**src/rtl/pe_mac_sat_if.sv**
```systemverilog
// rtl/pe_mac_sat_if.sv - operand, control and readout bundle for one MAC PE
interface pe_mac_sat_if #(
  parameter int IN_LEN  = 8,
  parameter int OUT_LEN = 16
);
  // control and operands into the PE
  logic               cal_en;
  logic               cal_done;
  logic               acc_mode;
  logic [OUT_LEN-1:0] bias;
  logic [IN_LEN-1:0]  westin;
  logic [IN_LEN-1:0]  northin;
  // upstream readout chain into the PE
  logic               din_val;
  logic [OUT_LEN-1:0] din;
  // forwarding to neighbour PEs
  logic               n_cal_en;
  logic               n_cal_done;
  logic [IN_LEN-1:0]  eastout;
  logic [IN_LEN-1:0]  southout;
  // readout chain and status out of the PE
  logic               dout_val;
  logic [OUT_LEN-1:0] dout;
  logic               sat_flag;
  logic               fifo_ovf;

  // environment / upstream side
  modport master (
    output cal_en, cal_done, acc_mode, bias, westin, northin, din_val, din,
    input  n_cal_en, n_cal_done, eastout, southout, dout_val, dout, sat_flag, fifo_ovf
  );

  // the PE itself
  modport slave (
    input  cal_en, cal_done, acc_mode, bias, westin, northin, din_val, din,
    output n_cal_en, n_cal_done, eastout, southout, dout_val, dout, sat_flag, fifo_ovf
  );
endinterface

```
**src/rtl/pe_mac_sat.sv**
```systemverilog
// rtl/pe_mac_sat.sv - signed saturating MAC PE with buffered readout daisy chain
module pe_mac_sat #(
  parameter int IN_LEN  = 8,
  parameter int OUT_LEN = 16,
  parameter int ACC_LEN = 32,
  parameter int FRAC    = 0,
  parameter int N       = 3
) (
  input logic         clk,
  input logic         sys_rst,
  pe_mac_sat_if.slave pe
);

  localparam int PTR_W = (N > 1) ? $clog2(N) : 1;
  localparam int CNT_W = $clog2(N + 1);

  // clamp bounds of the OUT_LEN result, expressed at accumulator width
  localparam logic signed [ACC_LEN-1:0] RES_MAX =
    {{(ACC_LEN-OUT_LEN+1){1'b0}}, {(OUT_LEN-1){1'b1}}};
  localparam logic signed [ACC_LEN-1:0] RES_MIN =
    {{(ACC_LEN-OUT_LEN+1){1'b1}}, {(OUT_LEN-1){1'b0}}};

  // registered state
  logic signed [ACC_LEN-1:0] acc_q;
  logic                      n_cal_en_q;
  logic                      n_cal_done_q;
  logic [IN_LEN-1:0]         eastout_q;
  logic [IN_LEN-1:0]         southout_q;
  logic                      dout_val_q;
  logic [OUT_LEN-1:0]        dout_q;
  logic                      sat_flag_q;
  logic                      fifo_ovf_q;
  logic [PTR_W-1:0]          rd_ptr_q;
  logic [PTR_W-1:0]          wr_ptr_q;
  logic [CNT_W-1:0]          cnt_q;
  logic [OUT_LEN-1:0]        fifo_q [N];

  // datapath
  logic signed [2*IN_LEN-1:0] prod;
  logic signed [ACC_LEN-1:0]  base;
  logic signed [ACC_LEN-1:0]  acc_d;
  logic signed [ACC_LEN-1:0]  acc_shr;
  logic                       start;
  logic                       clamp_hi;
  logic                       clamp_lo;
  logic [OUT_LEN-1:0]         res;

  // readout control
  logic fifo_empty;
  logic fifo_full;
  logic pop;
  logic bypass;
  logic push;
  logic drop;

  function automatic logic [PTR_W-1:0] ptr_inc(input logic [PTR_W-1:0] p);
    return (p == PTR_W'(N - 1)) ? '0 : p + PTR_W'(1);
  endfunction

  assign prod  = $signed(pe.westin) * $signed(pe.northin);
  // rising edge of cal_en as seen against our own forwarded copy
  assign start = pe.cal_en & ~n_cal_en_q;
  // bias is aligned to the accumulator's fixed-point position
  assign base  = pe.acc_mode ? (ACC_LEN'($signed(pe.bias)) <<< FRAC) : '0;

  // next accumulator value; also the value a same-cycle capture sees
  always_comb begin
    acc_d = acc_q;
    if (pe.cal_en) begin
      acc_d = (start ? base : acc_q) + ACC_LEN'(prod);
    end
  end

  assign acc_shr  = acc_d >>> FRAC;
  assign clamp_hi = acc_shr > RES_MAX;
  assign clamp_lo = acc_shr < RES_MIN;
  assign res      = clamp_hi ? RES_MAX[OUT_LEN-1:0] :
                    clamp_lo ? RES_MIN[OUT_LEN-1:0] :
                               acc_shr[OUT_LEN-1:0];

  // The own result goes straight into the readout register on its capture
  // edge, so it never waits; it only displaces the FIFO head and din.
  assign fifo_empty = (cnt_q == '0);
  assign fifo_full  = (cnt_q == CNT_W'(N));
  assign pop        = ~pe.cal_done & ~fifo_empty;
  assign bypass     = ~pe.cal_done & fifo_empty & pe.din_val;
  assign push       = pe.din_val & ~bypass & (~fifo_full | pop);
  assign drop       = pe.din_val & ~bypass & fifo_full & ~pop;

  // forwarding, accumulation, readout mux register, FIFO pointers and sticky flags
  always_ff @(posedge clk) begin
    if (sys_rst) begin
      acc_q        <= '0;
      n_cal_en_q   <= 1'b0;
      n_cal_done_q <= 1'b0;
      eastout_q    <= '0;
      southout_q   <= '0;
      dout_val_q   <= 1'b0;
      dout_q       <= '0;
      sat_flag_q   <= 1'b0;
      fifo_ovf_q   <= 1'b0;
      rd_ptr_q     <= '0;
      wr_ptr_q     <= '0;
      cnt_q        <= '0;
    end else begin
      n_cal_en_q   <= pe.cal_en;
      n_cal_done_q <= pe.cal_done;
      eastout_q    <= pe.westin;
      southout_q   <= pe.northin;
      acc_q        <= acc_d;

      if (pe.cal_done) begin
        dout_q     <= res;
        dout_val_q <= 1'b1;
        if (clamp_hi | clamp_lo) begin
          sat_flag_q <= 1'b1;
        end
      end else if (pop) begin
        dout_q     <= fifo_q[rd_ptr_q];
        dout_val_q <= 1'b1;
      end else if (bypass) begin
        dout_q     <= pe.din;
        dout_val_q <= 1'b1;
      end else begin
        dout_val_q <= 1'b0;
      end

      if (drop) begin
        fifo_ovf_q <= 1'b1;
      end
      if (push) begin
        wr_ptr_q <= ptr_inc(wr_ptr_q);
      end
      if (pop) begin
        rd_ptr_q <= ptr_inc(rd_ptr_q);
      end
      cnt_q <= cnt_q + CNT_W'(push) - CNT_W'(pop);
    end
  end

  // FIFO storage; contents are meaningless while the count says empty
  always_ff @(posedge clk) begin
    if (push) begin
      fifo_q[wr_ptr_q] <= pe.din;
    end
  end

  assign pe.n_cal_en   = n_cal_en_q;
  assign pe.n_cal_done = n_cal_done_q;
  assign pe.eastout    = eastout_q;
  assign pe.southout   = southout_q;
  assign pe.dout_val   = dout_val_q;
  assign pe.dout       = dout_q;
  assign pe.sat_flag   = sat_flag_q;
  assign pe.fifo_ovf   = fifo_ovf_q;

endmodule

```
**src/flat_wrapper.sv**
```systemverilog
// flat-port wrapper written by rule: the top's interface ports become plain ports
module pe_mac_sat_flat 
#(
  parameter int IN_LEN  = 8,
  parameter int OUT_LEN = 16,
  parameter int ACC_LEN = 32,
  parameter int FRAC    = 0,
  parameter int N       = 3
)
  (clk, sys_rst, pe_cal_en, pe_cal_done, pe_acc_mode, pe_bias, pe_westin, pe_northin, pe_din_val, pe_din, pe_n_cal_en, pe_n_cal_done, pe_eastout, pe_southout, pe_dout_val, pe_dout, pe_sat_flag, pe_fifo_ovf);
  pe_mac_sat_if #(.IN_LEN(IN_LEN), .OUT_LEN(OUT_LEN)) pe_i ();
  input logic clk;
  input logic sys_rst;
  input wire logic [$bits(pe_i.cal_en)-1:0] pe_cal_en;
  input wire logic [$bits(pe_i.cal_done)-1:0] pe_cal_done;
  input wire logic [$bits(pe_i.acc_mode)-1:0] pe_acc_mode;
  input wire logic [$bits(pe_i.bias)-1:0] pe_bias;
  input wire logic [$bits(pe_i.westin)-1:0] pe_westin;
  input wire logic [$bits(pe_i.northin)-1:0] pe_northin;
  input wire logic [$bits(pe_i.din_val)-1:0] pe_din_val;
  input wire logic [$bits(pe_i.din)-1:0] pe_din;
  output wire logic [$bits(pe_i.n_cal_en)-1:0] pe_n_cal_en;
  output wire logic [$bits(pe_i.n_cal_done)-1:0] pe_n_cal_done;
  output wire logic [$bits(pe_i.eastout)-1:0] pe_eastout;
  output wire logic [$bits(pe_i.southout)-1:0] pe_southout;
  output wire logic [$bits(pe_i.dout_val)-1:0] pe_dout_val;
  output wire logic [$bits(pe_i.dout)-1:0] pe_dout;
  output wire logic [$bits(pe_i.sat_flag)-1:0] pe_sat_flag;
  output wire logic [$bits(pe_i.fifo_ovf)-1:0] pe_fifo_ovf;
  assign pe_i.cal_en = pe_cal_en;
  assign pe_i.cal_done = pe_cal_done;
  assign pe_i.acc_mode = pe_acc_mode;
  assign pe_i.bias = pe_bias;
  assign pe_i.westin = pe_westin;
  assign pe_i.northin = pe_northin;
  assign pe_i.din_val = pe_din_val;
  assign pe_i.din = pe_din;
  assign pe_n_cal_en = pe_i.n_cal_en;
  assign pe_n_cal_done = pe_i.n_cal_done;
  assign pe_eastout = pe_i.eastout;
  assign pe_southout = pe_i.southout;
  assign pe_dout_val = pe_i.dout_val;
  assign pe_dout = pe_i.dout;
  assign pe_sat_flag = pe_i.sat_flag;
  assign pe_fifo_ovf = pe_i.fifo_ovf;
  pe_mac_sat #(.IN_LEN(IN_LEN), .OUT_LEN(OUT_LEN), .ACC_LEN(ACC_LEN), .FRAC(FRAC), .N(N)) u_core (.clk(clk), .sys_rst(sys_rst), .pe(pe_i));
endmodule
```
**config.mk**
```make
export PLATFORM = sky130hd
export DESIGN_NAME = pe_mac_sat_flat
export DESIGN_NICKNAME = d
export VERILOG_FILES = /design/src/rtl/pe_mac_sat_if.sv /design/src/rtl/pe_mac_sat.sv /design/src/flat_wrapper.sv
export SDC_FILE = /design/constraint.sdc
export NUM_CORES = 1
export LEC_CHECK = 0
export ABC_AREA = 0
export CAP_MARGIN = 40
export CORE_ASPECT_RATIO = 1.5
export CORE_MARGIN = 2
export CORE_UTILIZATION = 28
export CTS_BUF_LIST = sky130_fd_sc_hd__clkbuf_4 sky130_fd_sc_hd__clkbuf_8
export CTS_CLUSTER_SIZE = 12
export DETAILED_ROUTE_END_ITERATION = 8
export HOLD_SLACK_MARGIN = 0.06
export SYNTH_ARGS = -nofsm -noshare
export SYNTH_HDL_FRONTEND = slang
export SYNTH_SLANG_ARGS = --single-unit
```
**constraint.sdc**
```tcl
create_clock -name clk -period 10.6 [get_ports clk]
set_input_delay 2.12 -clock clk [delete_from_list [all_inputs] [get_ports clk]]
set_output_delay 2.12 -clock clk [all_outputs]
set_load 0.05 [all_outputs]
```
==> results.yml <==
yosys:
  synthArstFlopShare_pct: 0
  synthTopCellsByArea: "fa_1, dfxtp_1, edfxtp_1"
  syn_area_um2: 11000
  ys.flop_type: "dfxtp_1"
  synth_top_cell_area_share_pct: 24.7
  yosysWarnings: 0
  syn_area_per_cell_um2: 9.78
  synth_seq_cells: 125
  synth_cells: 1125
  syn_nets: 1387
  synth_edf_count: 48
  yosys.area.top_type: "fa_1"
  yosysUniqueCellTypes: 75
  ys_seq_area_share_pct: 27.1
clock_network:
  hold_buffers: 0
  tritoncts: "built"
  numCtsBuffers: 17
  path_clk_slew_ns: 0.08
  clockRootBuffer: "clkbuf_8"
  cts_buffer_depth: 2
  clkLatencyLatePin_ns: 0.49
  clock-sinks: 125
  post-cts-setup-buffers: 0
  htreeDepth: 4
  cts_resized: 0
drt:
  dr_total_vias: 8539
  wl_per_cell_um: 17.3
  first_pass_iters: 6
  via_per_inst: 4.99
  drcViolationCount: 0
  routed_wl_um: 29600
  drt.antenna.violating_nets: 0
  drtIter0Drc: 424
critical_path:
  endpoint_kind: "register"
  required_ns: 10.97
  cp_top_family: "adder cells"
  worstSetupPathDepth: 19
  reg2reg_depth: 24
  path_cells: "clkdlybuf4s50_1 -> nand2_1 -> fa_1 -> fa_1 -> inv_1 -> fa_1 -> fa_1 -> ha_1 -> ha_1 -> nand4_1 -> a211oi_1 -> a211oi_2 -> o211a_4 -> o2111a_1 -> nor3_1 -> nor4_1 -> a41oi_2 -> o21ai_1 -> a22o_1"
  r2r-start: "u_core.pe.n_cal_en$_SDFF_PP0_"
  startpoint_type: "input port"
  timing.rr.end: "u_core.pe.dout[0]$_SDFFE_PP0P_"
  critPathLaunch: "pe_westin[7]"
  slowest_delay_ns: 0.73
  rrSetupSlack_ns: 3.50
  worstPathArrival_ns: 9.61
  cp_common_cell: "fa_1"
  cp_max_fo: 16
  crit_slowest_cell: "fa_1"
  cp_num_buf_inv: 2
  setup.worst_path.class: "input port to register"
  cp-endpoint: "u_core.pe.dout[0]$_SDFFE_PP0P_"
final_layout:
  syn_to_final_growth_pct: 17.2
  nFillCells: 3898
  layout_commonest_cell: "fa_1"
  fin_nets: 1465
  drive_gt1_share_pct: 6.00
  mostFrequentLayoutCells: "fa_1, inv_1, a21oi_1, nor2_1, clkdlybuf4s50_1"
grt:
  grt_usage_pct: 14.7
  grt_overflow: 0
  grt_pass1_wl_um: 47000
  grt_max_degree: 63
  antenna_found_initial: 1
  grt_pass1_vias: 8593
sta:
  layout_min_cycle_time_ns: 9.24
  slew_headroom_pct: 47.6
  period_share_pct: 87.2
  worst_pin_slew_ns: 0.786
  setup_viol: 0
  finClkSkew_ns: 0.0177
  tns_ns: 0
  finalHoldViolations: 0
  slew_violations: 0
  fmax_mhz: 108
  grt_setup_unrepaired: "false"
run_status:
  status: "completed"
floorplan:
  core_um2: 38600
  initial_core_util_pct: 28.5
  die_area_um2: 40900
  die_h_um: 247
  die_x_um: 166
  pin_count: 91
  num_rows: 88
placement:
  io_buffers: 90
  place.gp.congestion: 0.928
  place_hpwl_um: 23800
job:
  maxCapViolations: 0
min_path:
  worstHoldPathType: "register to register"
==> sequential cells by signal, indices dropped and copies added (netlist names), named ones only <==
register,cells
u_core.fifo_q,48
u_core.acc_q,32
u_core.pe.dout,16
u_core.pe.eastout,8
u_core.pe.southout,8
u_core.cnt_q,2
u_core.rd_ptr_q,2
u_core.wr_ptr_q,2
u_core.pe.dout_val,1
u_core.pe.fifo_ovf,1
u_core.pe.n_cal_done,1
u_core.pe.n_cal_en,1
u_core.pe.sat_flag,1
==> cells in the mapped netlist (4+ instances only) <==
cell / n
inv_1: 131
a211oi_1: 11
dfxtp_1: 77
and3_1: 16
a21o_1: 9
a31oi_1: 4
nor2b_1: 24
a21oi_1: 98
a22o_1: 14
nand3_1: 18
nor3b_1: 4
buf_2: 5
o211ai_1: 5
o21a_1: 7
edfxtp_1: 48
nand4_1: 11
fa_1: 136
and2_1: 36
clkbuf_1: 44
nor3_1: 12
nand2b_1: 6
nand4b_1: 4
or3_1: 5
mux2i_1: 32
nor2_1: 90
nand3b_1: 4
o21ai_1: 21
ha_1: 72
nand2_1: 62
o21bai_1: 7
o21ai_0: 35
xnor2_1: 17
==> cell families after synthesis <==
group | Yosys count | synth area share, %
AOI/OAI and AO/OA | 250 | 14.8
xor gates and xnor gates | 21 | 1.80
adders and majority gates | 208 | 32.9
buffers and inverters | 186 | 6.54
DFF | 125 | 27.1
muxes | 32 | 2.91
and+or+nand+nor | 303 | 13.9
==> cell type report <==
class | instances | area, µm² | area share (%)
diodes | 1 | 2.50 | 0.0194
clock buffers | 17 | 234 | 1.81
clock inverters | 15 | 148 | 1.15
inverters | 133 | 499 | 3.87
multi-input cells | 814 | 7320 | 56.7
flip-flops and latches | 125 | 2980 | 23.1
well taps | 495 | 619 | 4.80
repair buffers | 112 | 1090 | 8.46
==> tightest hold or removal path, cell delays in order, from the launching register on <==
cell and delay [ns]:
dfxtp_1 0.34, a41oi_1 0.05, nor2_1 0.08
==> routing by layer <==
layer	vias to the layer above	GRT usage, %	part of all wire (%)
met5	-	0	0
met4	0	6.32	3.7
met3	50	2.21	3.6
met2	209	28.7	56
met1	4296	15.4	37
li1	3984	-	-
==> through the flow <==
step / cell area [µm²] / setup slack [ns] / util (%) / instances / hold WS [ns]
floorplan: 11000 / 1.85 / - / 1125 / 0.461
global placement: 12400 / 1.06 / 32.2 / 1675 / 0.468
detailed placement: 12500 / 0.877 / 32.4 / 1679 / 0.486
CTS: 12900 / 1.38 / 33.4 / 1711 / 0.506
global route: 12900 / 0.855 / 33.4 / 1712 / 0.527
finish: 12900 / 1.36 / 33.4 / 1712 / 0.500
==> worst min-delay path by stage <==
stage | from | endpoint | slack, ns | cells after the start
after floorplan | u_core.acc_q[21]$_SDFF_PP0_ | u_core.acc_q[21]$_SDFF_PP0_ | 0.46 | 2
after global routing | u_core.pe.dout[2]$_SDFFE_PP0P_ | u_core.pe.dout[2]$_SDFFE_PP0P_ | 0.53 | 1
after detailed placement | u_core.pe.dout[14]$_SDFFE_PP0P_ | u_core.pe.dout[14]$_SDFFE_PP0P_ | 0.49 | 1
final | u_core.pe.fifo_ovf$_SDFFE_PP0P_ | u_core.pe.fifo_ovf$_SDFFE_PP0P_ | 0.50 | 2
after global placement | u_core.pe.dout[14]$_SDFFE_PP0P_ | u_core.pe.dout[14]$_SDFFE_PP0P_ | 0.47 | 1
after CTS | u_core.pe.dout[8]$_SDFFE_PP0P_ | u_core.pe.dout[8]$_SDFFE_PP0P_ | 0.51 | 1
Power is left out: the tool's default activity adds up to more than one toggle a clock period on the data nets, which glitch-free logic cannot reach.
